--- src/rtl/uart_pkg.sv ---
// Shared types and timing helper for the uart_trx transceiver.
package uart_pkg;

    typedef enum logic [1:0] {
        PAR_NONE = 2'd0,
        PAR_ODD  = 2'd1,
        PAR_EVEN = 2'd2
    } parity_e;

    typedef enum logic [2:0] {TxIdle, TxStart, TxData, TxPar, TxStop} tx_state_e;

    typedef enum logic [2:0] {RxIdle, RxStart, RxData, RxPar, RxStop, RxWaitHi} rx_state_e;

    // Clocks per oversampling tick, rounded to nearest and never below 1.
    function automatic int unsigned calc_div(input int unsigned clk_hz,
                                             input int unsigned baud,
                                             input int unsigned ovs);
        logic [63:0] den;
        logic [63:0] div;
        den = 64'(baud) * 64'(ovs);
        div = (64'(clk_hz) + den / 64'd2) / den;
        return (div == 64'd0) ? 32'd1 : 32'(div);
    endfunction

endpackage

--- src/rtl/uart_trx_if.sv ---
// User-side transmit handshake and receive strobe bundle for uart_trx.
interface uart_trx_if #(
    parameter int unsigned DATA_BITS = 8
) ();
    logic [DATA_BITS-1:0] tx_data;
    logic                 tx_valid;
    logic                 tx_ready;
    logic                 tx_busy;
    logic [DATA_BITS-1:0] rx_data;
    logic                 rx_valid;
    logic                 rx_err_parity;
    logic                 rx_err_frame;
    logic                 rx_busy;

    modport master (
        output tx_data, tx_valid,
        input  tx_ready, tx_busy, rx_data, rx_valid, rx_err_parity, rx_err_frame, rx_busy
    );

    modport slave (
        input  tx_data, tx_valid,
        output tx_ready, tx_busy, rx_data, rx_valid, rx_err_parity, rx_err_frame, rx_busy
    );
endinterface

--- src/rtl/uart_rx_core.sv ---
// Oversampling UART receiver: synchroniser, tick divider, 2-of-3 majority sampler and frame FSM.
module uart_rx_core
    import uart_pkg::*;
#(
    parameter int unsigned DIV       = 4,
    parameter int unsigned OVS       = 16,
    parameter int unsigned DATA_BITS = 8,
    parameter int unsigned PARITY    = 0,
    parameter int unsigned STOP_BITS = 1
) (
    input  logic                 clk_i,
    input  logic                 rst_i,
    input  logic                 rxd_i,
    output logic [DATA_BITS-1:0] rx_data_o,
    output logic                 rx_valid_o,
    output logic                 rx_err_parity_o,
    output logic                 rx_err_frame_o,
    output logic                 rx_busy_o
);
    localparam int unsigned DivW    = (DIV > 1) ? $clog2(DIV) : 1;
    localparam int unsigned OvsW    = $clog2(OVS);
    localparam int unsigned BitW    = $clog2(DATA_BITS + 1);
    localparam parity_e     ParMode = parity_e'(PARITY[1:0]);

    rx_state_e            state_q, state_d;
    logic [1:0]           sync_q;
    logic [DivW-1:0]      div_q, div_d;
    logic [OvsW-1:0]      ovs_q, ovs_d;
    logic [1:0]           vote_q, vote_d;
    logic [DATA_BITS-1:0] shift_q, shift_d;
    logic [BitW-1:0]      bit_q, bit_d;
    logic                 perr_q, perr_d, ferr_q, ferr_d;
    logic [DATA_BITS-1:0] data_q, data_d;
    logic                 valid_q, valid_d, eperr_q, eperr_d, eferr_q, eferr_d;

    logic rxs, counting, tick, dec, maj;

    assign rxs      = sync_q[1];
    assign counting = state_q inside {RxStart, RxData, RxPar, RxStop};
    assign tick     = counting && (div_q == DivW'(DIV - 1));
    // Decision lands on the third of the three mid-bit ticks.
    assign dec      = tick && (ovs_q == OvsW'(OVS / 2));
    assign maj      = (vote_q[0] & vote_q[1]) | (vote_q[0] & rxs) | (vote_q[1] & rxs);

    always_comb begin
        state_d = state_q;
        div_d   = div_q;
        ovs_d   = ovs_q;
        vote_d  = vote_q;
        shift_d = shift_q;
        bit_d   = bit_q;
        perr_d  = perr_q;
        ferr_d  = ferr_q;
        data_d  = data_q;
        valid_d = 1'b0;
        eperr_d = eperr_q;
        eferr_d = eferr_q;

        if (counting) begin
            div_d = tick ? '0 : div_q + 1'b1;
            if (tick) begin
                ovs_d = (ovs_q == OvsW'(OVS - 1)) ? '0 : ovs_q + 1'b1;
                if (ovs_q == OvsW'(OVS / 2 - 2)) vote_d[0] = rxs;
                if (ovs_q == OvsW'(OVS / 2 - 1)) vote_d[1] = rxs;
            end
        end

        unique case (state_q)
            RxIdle: begin
                if (!rxs) begin
                    state_d = RxStart;
                    div_d   = '0;
                    ovs_d   = '0;
                    bit_d   = '0;
                    perr_d  = 1'b0;
                    ferr_d  = 1'b0;
                end
            end
            RxStart: begin
                if (dec) state_d = maj ? RxIdle : RxData;
            end
            RxData: begin
                if (dec) begin
                    shift_d = {maj, shift_q[DATA_BITS-1:1]};
                    if (bit_q == BitW'(DATA_BITS - 1)) begin
                        bit_d   = '0;
                        state_d = (ParMode == PAR_NONE) ? RxStop : RxPar;
                    end else begin
                        bit_d = bit_q + 1'b1;
                    end
                end
            end
            RxPar: begin
                if (dec) begin
                    perr_d  = maj ^ (^shift_q) ^ (ParMode == PAR_ODD);
                    state_d = RxStop;
                end
            end
            RxStop: begin
                if (dec) begin
                    if (bit_q == BitW'(STOP_BITS - 1)) begin
                        valid_d = 1'b1;
                        data_d  = shift_q;
                        eperr_d = perr_q;
                        eferr_d = ferr_q | ~maj;
                        state_d = maj ? RxIdle : RxWaitHi;
                    end else begin
                        bit_d  = bit_q + 1'b1;
                        ferr_d = ferr_q | ~maj;
                    end
                end
            end
            RxWaitHi: begin
                if (rxs) state_d = RxIdle;
            end
            default: state_d = RxIdle;
        endcase
    end

    always_ff @(posedge clk_i or posedge rst_i) begin
        if (rst_i) begin
            state_q <= RxIdle;
            sync_q  <= 2'b11;
            div_q   <= '0;
            ovs_q   <= '0;
            vote_q  <= '0;
            shift_q <= '0;
            bit_q   <= '0;
            perr_q  <= 1'b0;
            ferr_q  <= 1'b0;
            data_q  <= '0;
            valid_q <= 1'b0;
            eperr_q <= 1'b0;
            eferr_q <= 1'b0;
        end else begin
            state_q <= state_d;
            sync_q  <= {sync_q[0], rxd_i};
            div_q   <= div_d;
            ovs_q   <= ovs_d;
            vote_q  <= vote_d;
            shift_q <= shift_d;
            bit_q   <= bit_d;
            perr_q  <= perr_d;
            ferr_q  <= ferr_d;
            data_q  <= data_d;
            valid_q <= valid_d;
            eperr_q <= eperr_d;
            eferr_q <= eferr_d;
        end
    end

    assign rx_data_o       = data_q;
    assign rx_valid_o      = valid_q;
    assign rx_err_parity_o = eperr_q;
    assign rx_err_frame_o  = eferr_q;
    assign rx_busy_o       = (state_q != RxIdle);

endmodule

--- src/rtl/uart_trx.sv ---
// Full-duplex UART transceiver: transmit FSM here, receiver in uart_rx_core.
module uart_trx
    import uart_pkg::*;
#(
    parameter int unsigned CLK_HZ    = 24000000,
    parameter int unsigned BAUD      = 115200,
    parameter int unsigned OVS       = 16,
    parameter int unsigned DATA_BITS = 8,
    parameter int unsigned PARITY    = 0,
    parameter int unsigned STOP_BITS = 1
) (
    input  logic sys_clk,
    input  logic sys_rst,
    input  logic rxd,
    output logic txd,
    uart_trx_if.slave u_if
);
    localparam int unsigned Div     = calc_div(CLK_HZ, BAUD, OVS);
    localparam int unsigned BitClks = Div * OVS;
    localparam int unsigned CntW    = $clog2(BitClks);
    localparam int unsigned BitW    = $clog2(DATA_BITS + 1);
    localparam parity_e     ParMode = parity_e'(PARITY[1:0]);

    tx_state_e            state_q, state_d;
    logic [CntW-1:0]      cnt_q, cnt_d;
    logic [BitW-1:0]      bit_q, bit_d;
    logic [DATA_BITS-1:0] shift_q, shift_d;
    logic                 par_q, par_d;
    logic                 txd_q, txd_d;
    logic                 bit_end;

    assign bit_end = (cnt_q == CntW'(BitClks - 1));

    always_comb begin
        state_d = state_q;
        cnt_d   = cnt_q;
        bit_d   = bit_q;
        shift_d = shift_q;
        par_d   = par_q;
        txd_d   = txd_q;

        if (state_q != TxIdle) cnt_d = bit_end ? '0 : cnt_q + 1'b1;

        unique case (state_q)
            TxIdle: begin
                txd_d = 1'b1;
                if (u_if.tx_valid) begin
                    // Start bit goes out on the same edge that drops tx_ready.
                    state_d = TxStart;
                    shift_d = u_if.tx_data;
                    par_d   = (^u_if.tx_data) ^ (ParMode == PAR_ODD);
                    txd_d   = 1'b0;
                    cnt_d   = '0;
                end
            end
            TxStart: begin
                if (bit_end) begin
                    state_d = TxData;
                    bit_d   = '0;
                    txd_d   = shift_q[0];
                    shift_d = shift_q >> 1;
                end
            end
            TxData: begin
                if (bit_end) begin
                    if (bit_q == BitW'(DATA_BITS - 1)) begin
                        bit_d = '0;
                        if (ParMode == PAR_NONE) begin
                            state_d = TxStop;
                            txd_d   = 1'b1;
                        end else begin
                            state_d = TxPar;
                            txd_d   = par_q;
                        end
                    end else begin
                        bit_d   = bit_q + 1'b1;
                        txd_d   = shift_q[0];
                        shift_d = shift_q >> 1;
                    end
                end
            end
            TxPar: begin
                if (bit_end) begin
                    state_d = TxStop;
                    txd_d   = 1'b1;
                end
            end
            TxStop: begin
                if (bit_end) begin
                    if (bit_q == BitW'(STOP_BITS - 1)) state_d = TxIdle;
                    else bit_d = bit_q + 1'b1;
                end
            end
            default: state_d = TxIdle;
        endcase
    end

    always_ff @(posedge sys_clk or posedge sys_rst) begin
        if (sys_rst) begin
            state_q <= TxIdle;
            cnt_q   <= '0;
            bit_q   <= '0;
            shift_q <= '0;
            par_q   <= 1'b0;
            txd_q   <= 1'b1;
        end else begin
            state_q <= state_d;
            cnt_q   <= cnt_d;
            bit_q   <= bit_d;
            shift_q <= shift_d;
            par_q   <= par_d;
            txd_q   <= txd_d;
        end
    end

    assign txd           = txd_q;
    assign u_if.tx_ready = (state_q == TxIdle);
    assign u_if.tx_busy  = (state_q != TxIdle);

    uart_rx_core #(
        .DIV       (Div),
        .OVS       (OVS),
        .DATA_BITS (DATA_BITS),
        .PARITY    (PARITY),
        .STOP_BITS (STOP_BITS)
    ) u_rx (
        .clk_i           (sys_clk),
        .rst_i           (sys_rst),
        .rxd_i           (rxd),
        .rx_data_o       (u_if.rx_data),
        .rx_valid_o      (u_if.rx_valid),
        .rx_err_parity_o (u_if.rx_err_parity),
        .rx_err_frame_o  (u_if.rx_err_frame),
        .rx_busy_o       (u_if.rx_busy)
    );

endmodule

--- src/flat_wrapper.sv ---
// flat-port wrapper written by rule: the top's interface ports become plain ports
module uart_trx_flat import uart_pkg::*;
#(
    parameter int unsigned CLK_HZ    = 24000000,
    parameter int unsigned BAUD      = 115200,
    parameter int unsigned OVS       = 16,
    parameter int unsigned DATA_BITS = 8,
    parameter int unsigned PARITY    = 0,
    parameter int unsigned STOP_BITS = 1
)
  (sys_clk, sys_rst, rxd, txd, u_if_tx_data, u_if_tx_valid, u_if_tx_ready, u_if_tx_busy, u_if_rx_data, u_if_rx_valid, u_if_rx_err_parity, u_if_rx_err_frame, u_if_rx_busy);
  uart_trx_if #(.DATA_BITS(DATA_BITS)) u_if_i ();
  input  logic sys_clk;
  input  logic sys_rst;
  input  logic rxd;
  output logic txd;
  input wire logic [$bits(u_if_i.tx_data)-1:0] u_if_tx_data;
  input wire logic [$bits(u_if_i.tx_valid)-1:0] u_if_tx_valid;
  output wire logic [$bits(u_if_i.tx_ready)-1:0] u_if_tx_ready;
  output wire logic [$bits(u_if_i.tx_busy)-1:0] u_if_tx_busy;
  output wire logic [$bits(u_if_i.rx_data)-1:0] u_if_rx_data;
  output wire logic [$bits(u_if_i.rx_valid)-1:0] u_if_rx_valid;
  output wire logic [$bits(u_if_i.rx_err_parity)-1:0] u_if_rx_err_parity;
  output wire logic [$bits(u_if_i.rx_err_frame)-1:0] u_if_rx_err_frame;
  output wire logic [$bits(u_if_i.rx_busy)-1:0] u_if_rx_busy;
  assign u_if_i.tx_data = u_if_tx_data;
  assign u_if_i.tx_valid = u_if_tx_valid;
  assign u_if_tx_ready = u_if_i.tx_ready;
  assign u_if_tx_busy = u_if_i.tx_busy;
  assign u_if_rx_data = u_if_i.rx_data;
  assign u_if_rx_valid = u_if_i.rx_valid;
  assign u_if_rx_err_parity = u_if_i.rx_err_parity;
  assign u_if_rx_err_frame = u_if_i.rx_err_frame;
  assign u_if_rx_busy = u_if_i.rx_busy;
  uart_trx #(.CLK_HZ(CLK_HZ), .BAUD(BAUD), .OVS(OVS), .DATA_BITS(DATA_BITS), .PARITY(PARITY), .STOP_BITS(STOP_BITS)) u_core (.sys_clk(sys_clk), .sys_rst(sys_rst), .rxd(rxd), .txd(txd), .u_if(u_if_i));
endmodule
--- config.mk ---
export PLATFORM = sky130hd
export DESIGN_NAME = uart_trx_flat
export DESIGN_NICKNAME = d
export VERILOG_FILES = /design/src/rtl/uart_pkg.sv /design/src/rtl/uart_trx_if.sv /design/src/rtl/uart_rx_core.sv /design/src/rtl/uart_trx.sv /design/src/flat_wrapper.sv
export SDC_FILE = /design/constraint.sdc
export NUM_CORES = 1
export LEC_CHECK = 0
export CAP_MARGIN = 20
export CORE_MARGIN = 4
export CORE_UTILIZATION = 52
export CTS_CLUSTER_SIZE = 8
export DETAILED_ROUTE_END_ITERATION = 7
export PLACE_DENSITY = 0.72
export SLEW_MARGIN = 10
export SYNTH_ARGS = -nofsm -noshare
export SYNTH_HDL_FRONTEND = slang
export SYNTH_SLANG_ARGS = --single-unit
--- constraint.sdc ---
create_clock -name sys_clk -period 2.35 [get_ports sys_clk]
set_clock_uncertainty 0.2 [all_clocks]
set_input_delay 0.47 -clock sys_clk [delete_from_list [all_inputs] [get_ports sys_clk]]
set_output_delay 0.47 -clock sys_clk [all_outputs]
set_load 0.02 [all_outputs]
==> metrics <==
Net Count, Synth=343; CP Max Fanout=6; max cap viols=0; # IOs=27; Avg Synthesized Cell Area=10.6 um2; first-pass detailed-route iteration total=4; final core utilization=0.655; max layer used=met4; Min-Delay Path Class=reg -> reg; First DRT Iteration DRCs=94; VDD IR max=0.000768 V; initial antenna violation count=0; worst setup slack after layout=0.107 ns; final wirelength=6600 um; worst hold margin=0.162 ns; layout cells sized above 1=0.278; WL met3=252 um; largest family of logic cells by synthesized area=simple AND/OR/NAND/NOR gates; prevailing post-synth register cell=dfrtp_1; leakage power=1.82 nW; Fmax=446 MHz; RSZ-0062 raised after global routing=false; # rows=29; status=finished clean; nets=402; Ys Warns=0; mux share of post-synthesis cell area=0.126; placer congestion estimate=0.816; WL met2=3200 um; Wirelength per Cell=14.3 um; die width=88.7 um; Setup CP Type=reg -> out; Vias/cell=5.62; compound-gate portion of the synthesized area=0.138; Yosys reg bits=64; Max clock buf depth=2; Skew-Pair Late Insertion Delay=0.35 ns; Root Buffer=clkbuf_8; relative max-transition margin=0.524; Vert. Die Dim=88.7 um; synth top area cells=dfrtp_1 (45%), mux2_2 (12%), ha_1 (3.7%); startpoint types=flip-flop; grt ovf=0; Critical Path RT=1.68 ns; setup TNS=0 ns; Final period util=0.955; area grow syn2layout=22.8%; largest net degree at the start of global routing=28; Post-Syn Instances=321; Post-synth ARST share=1.00; dpl ws=0.0980 ns; top cells by count, synth=dfrtp_1 (61), mux2_2 (37), o21ai_0 (25); # fillers=529; first-pass GRT wire length=11400 um; die area=7870 um2; Post-synth EDFFs=0; # H-tree levels=3; Netlist Area Pre-Place=3390 um2; sinks on the clock net=64; final setup fails=0; Worst-Margin Slew=0.710 ns; CTS tree=done; DRT antenna net count=0; simple logic cell fraction of the synthesized area=0.161; Distinct cells, synth=56; aggregate global-route resource usage=0.186; initial core utilization=0.533; core area=6350 um2; CP endpoint kind=output pin; Hold Fails Final Rpt=0; vias in the first global route=2485; Clock transition at path regs=0.08 ns; Num CTS Buffers=9; Seq/Total Area, Yosys=0.474; Slew Viols, Final=0; Vias=2596; cell taking the most area after synthesis=dfrtp_1; Synth Area in XOR/XNOR=0.0284; HPWL after detailed placement=4750 um; CP arrival=1.57 ns; Cell Pwr Density=809 nW/um2; Adder-Cell Fraction of Synth Area=0.0399; met1 wire length=3050 um; Antenna Diode Count=0; Yosys top cell area share=0.451; DRC Markers=0; most common cell in the netlist=dfrtp_1; PortBufs=26; postcts setup bufs=0; clock period minus worst slack=2.24 ns
state kept, by name (all words and copies together) (netlist names):
signal                       count
u_core.bit_q                     4
u_core.cnt_q                     8
u_core.shift_q                   8
u_core.state_q                   3
u_core.txd                       1
u_core.u_rx.bit_q                4
u_core.u_rx.div_q                4
u_core.u_rx.ferr_q               1
u_core.u_rx.ovs_q                4
u_core.u_rx.perr_q               1
u_core.u_rx.rx_data_o            8
u_core.u_rx.rx_err_frame_o       1
u_core.u_rx.rx_err_parity_o      1
u_core.u_rx.rx_valid_o           1
u_core.u_rx.shift_q              8
u_core.u_rx.state_q              3
u_core.u_rx.sync_q               2
u_core.u_rx.vote_q               2
final cells by class:
| class | count | area [um2] | share of cell area |
|---|---|---|---|
| Inverter | 14 | 53.8 | 0.0129 |
| Clock inverter | 7 | 71.3 | 0.0171 |
| Sequential cell | 64 | 1610 | 0.386 |
| Tap cell | 77 | 96.3 | 0.0232 |
| Multi-Input combinational cell | 232 | 1680 | 0.405 |
| Clock buffer | 9 | 124 | 0.0298 |
| Timing Repair Buffer | 59 | 526 | 0.126 |
final timing paths:
kind / endpoint / slack, ns / depth (start not counted) / start
hold / removal: u_core.u_rx.sync_q[1] / 0.16 / 0 / u_core.u_rx.sync_q[0]
setup / recovery: u_if_rx_busy / 0.11 / 3 / u_core.u_rx.state_q[1]
hold reg to reg: u_core.u_rx.sync_q[1] / 0.16 / 0 / u_core.u_rx.sync_q[0]
min in group asynchronous: u_core.cnt_q[3] / 0.21 / 2 / sys_rst
max in group asynchronous: u_core.u_rx.sync_q[1] / 1.22 / 3 / sys_rst
setup reg to reg: u_core.shift_q[4] / 0.13 / 5 / u_core.cnt_q[0]
logic make-up (layout without fill, tap and decap cells):
kind of cell | Yosys count | in the layout
and+or+nand+nor | 100 | 100
muxes | 38 | 38
DFF | 64 | 64
AOI/OAI and AO/OA | 72 | 72
buffers and inverters | 25 | 89
xor gates and xnor gates | 11 | 11
adders and majority gates | 11 | 11
cells in the final DEF (no fill, tap or decap), drive strengths merged, types with 2 or more instances in the layout:
cell | netlist | layout
a2111oi | 2 | 2
a21oi | 17 | 17
a22o | 2 | 2
a311oi | 2 | 2
a31oi | 8 | 8
a32o | 2 | 2
and2 | 4 | 4
and3b | 2 | 2
buf | 5 | 33
clkbuf | 6 | 10
clkdlybuf4s50 | 0 | 23
clkinv | 1 | 3
clkinvlp | 0 | 3
dfrtp | 61 | 61
dfstp | 3 | 3
dlygate4sd2 | 0 | 2
ha | 10 | 10
inv | 13 | 14
mux2 | 37 | 37
nand2 | 23 | 23
nand2b | 3 | 3
nand3 | 10 | 10
nand3b | 4 | 4
nand4 | 4 | 4
nor2 | 25 | 25
nor2b | 3 | 3
nor3 | 6 | 6
o21a | 2 | 2
o21ai | 25 | 25
o31ai | 4 | 4
or2 | 3 | 3
or3 | 3 | 3
or3b | 2 | 2
or4b | 2 | 2
xnor2 | 10 | 10
routing by layer:
| layer | track usage | vias up |
|---|---|---|
| met5 | 0 | - |
| met1 | 0.240 | 1256 |
| met4 | 0.0728 | 0 |
| met2 | 0.302 | 52 |
| li1 | - | 1279 |
| met3 | 0.0456 | 9 |
timing repair:
action                     4_1_cts  5_1_grt
hold buffers                     0        0
setup endpoints to repair        3        3
gates resized for setup          3        4
worst max-delay path: stages (launching register included):
cell and delay [ns]:
dfrtp_1 0.45, nor3_1 0.30, inv_2 0.13, dlygate4sd2_1 0.34
through the flow:
step / power [W] / area [um2] / instances
6_report: 0.00336 / 4160 / 462
5_1_grt: 0.00358 / 4160 / 462
4_1_cts: 0.00340 / 4160 / 462
3_5_place_dp: 0.00247 / 3970 / 446
3_3_place_gp: 0.00244 / 3970 / 446
2_1_floorplan: 0.00211 / 3400 / 321
power breakdown:
group          internal [W]  leakage (nW)  switching, W
clock              0.000489        0.0916      0.000453
sequential          0.00125         0.835     0.0000922
combinational      0.000566         0.894      0.000517
total               0.00230          1.82       0.00106
(Power assumes the default switching activity.)
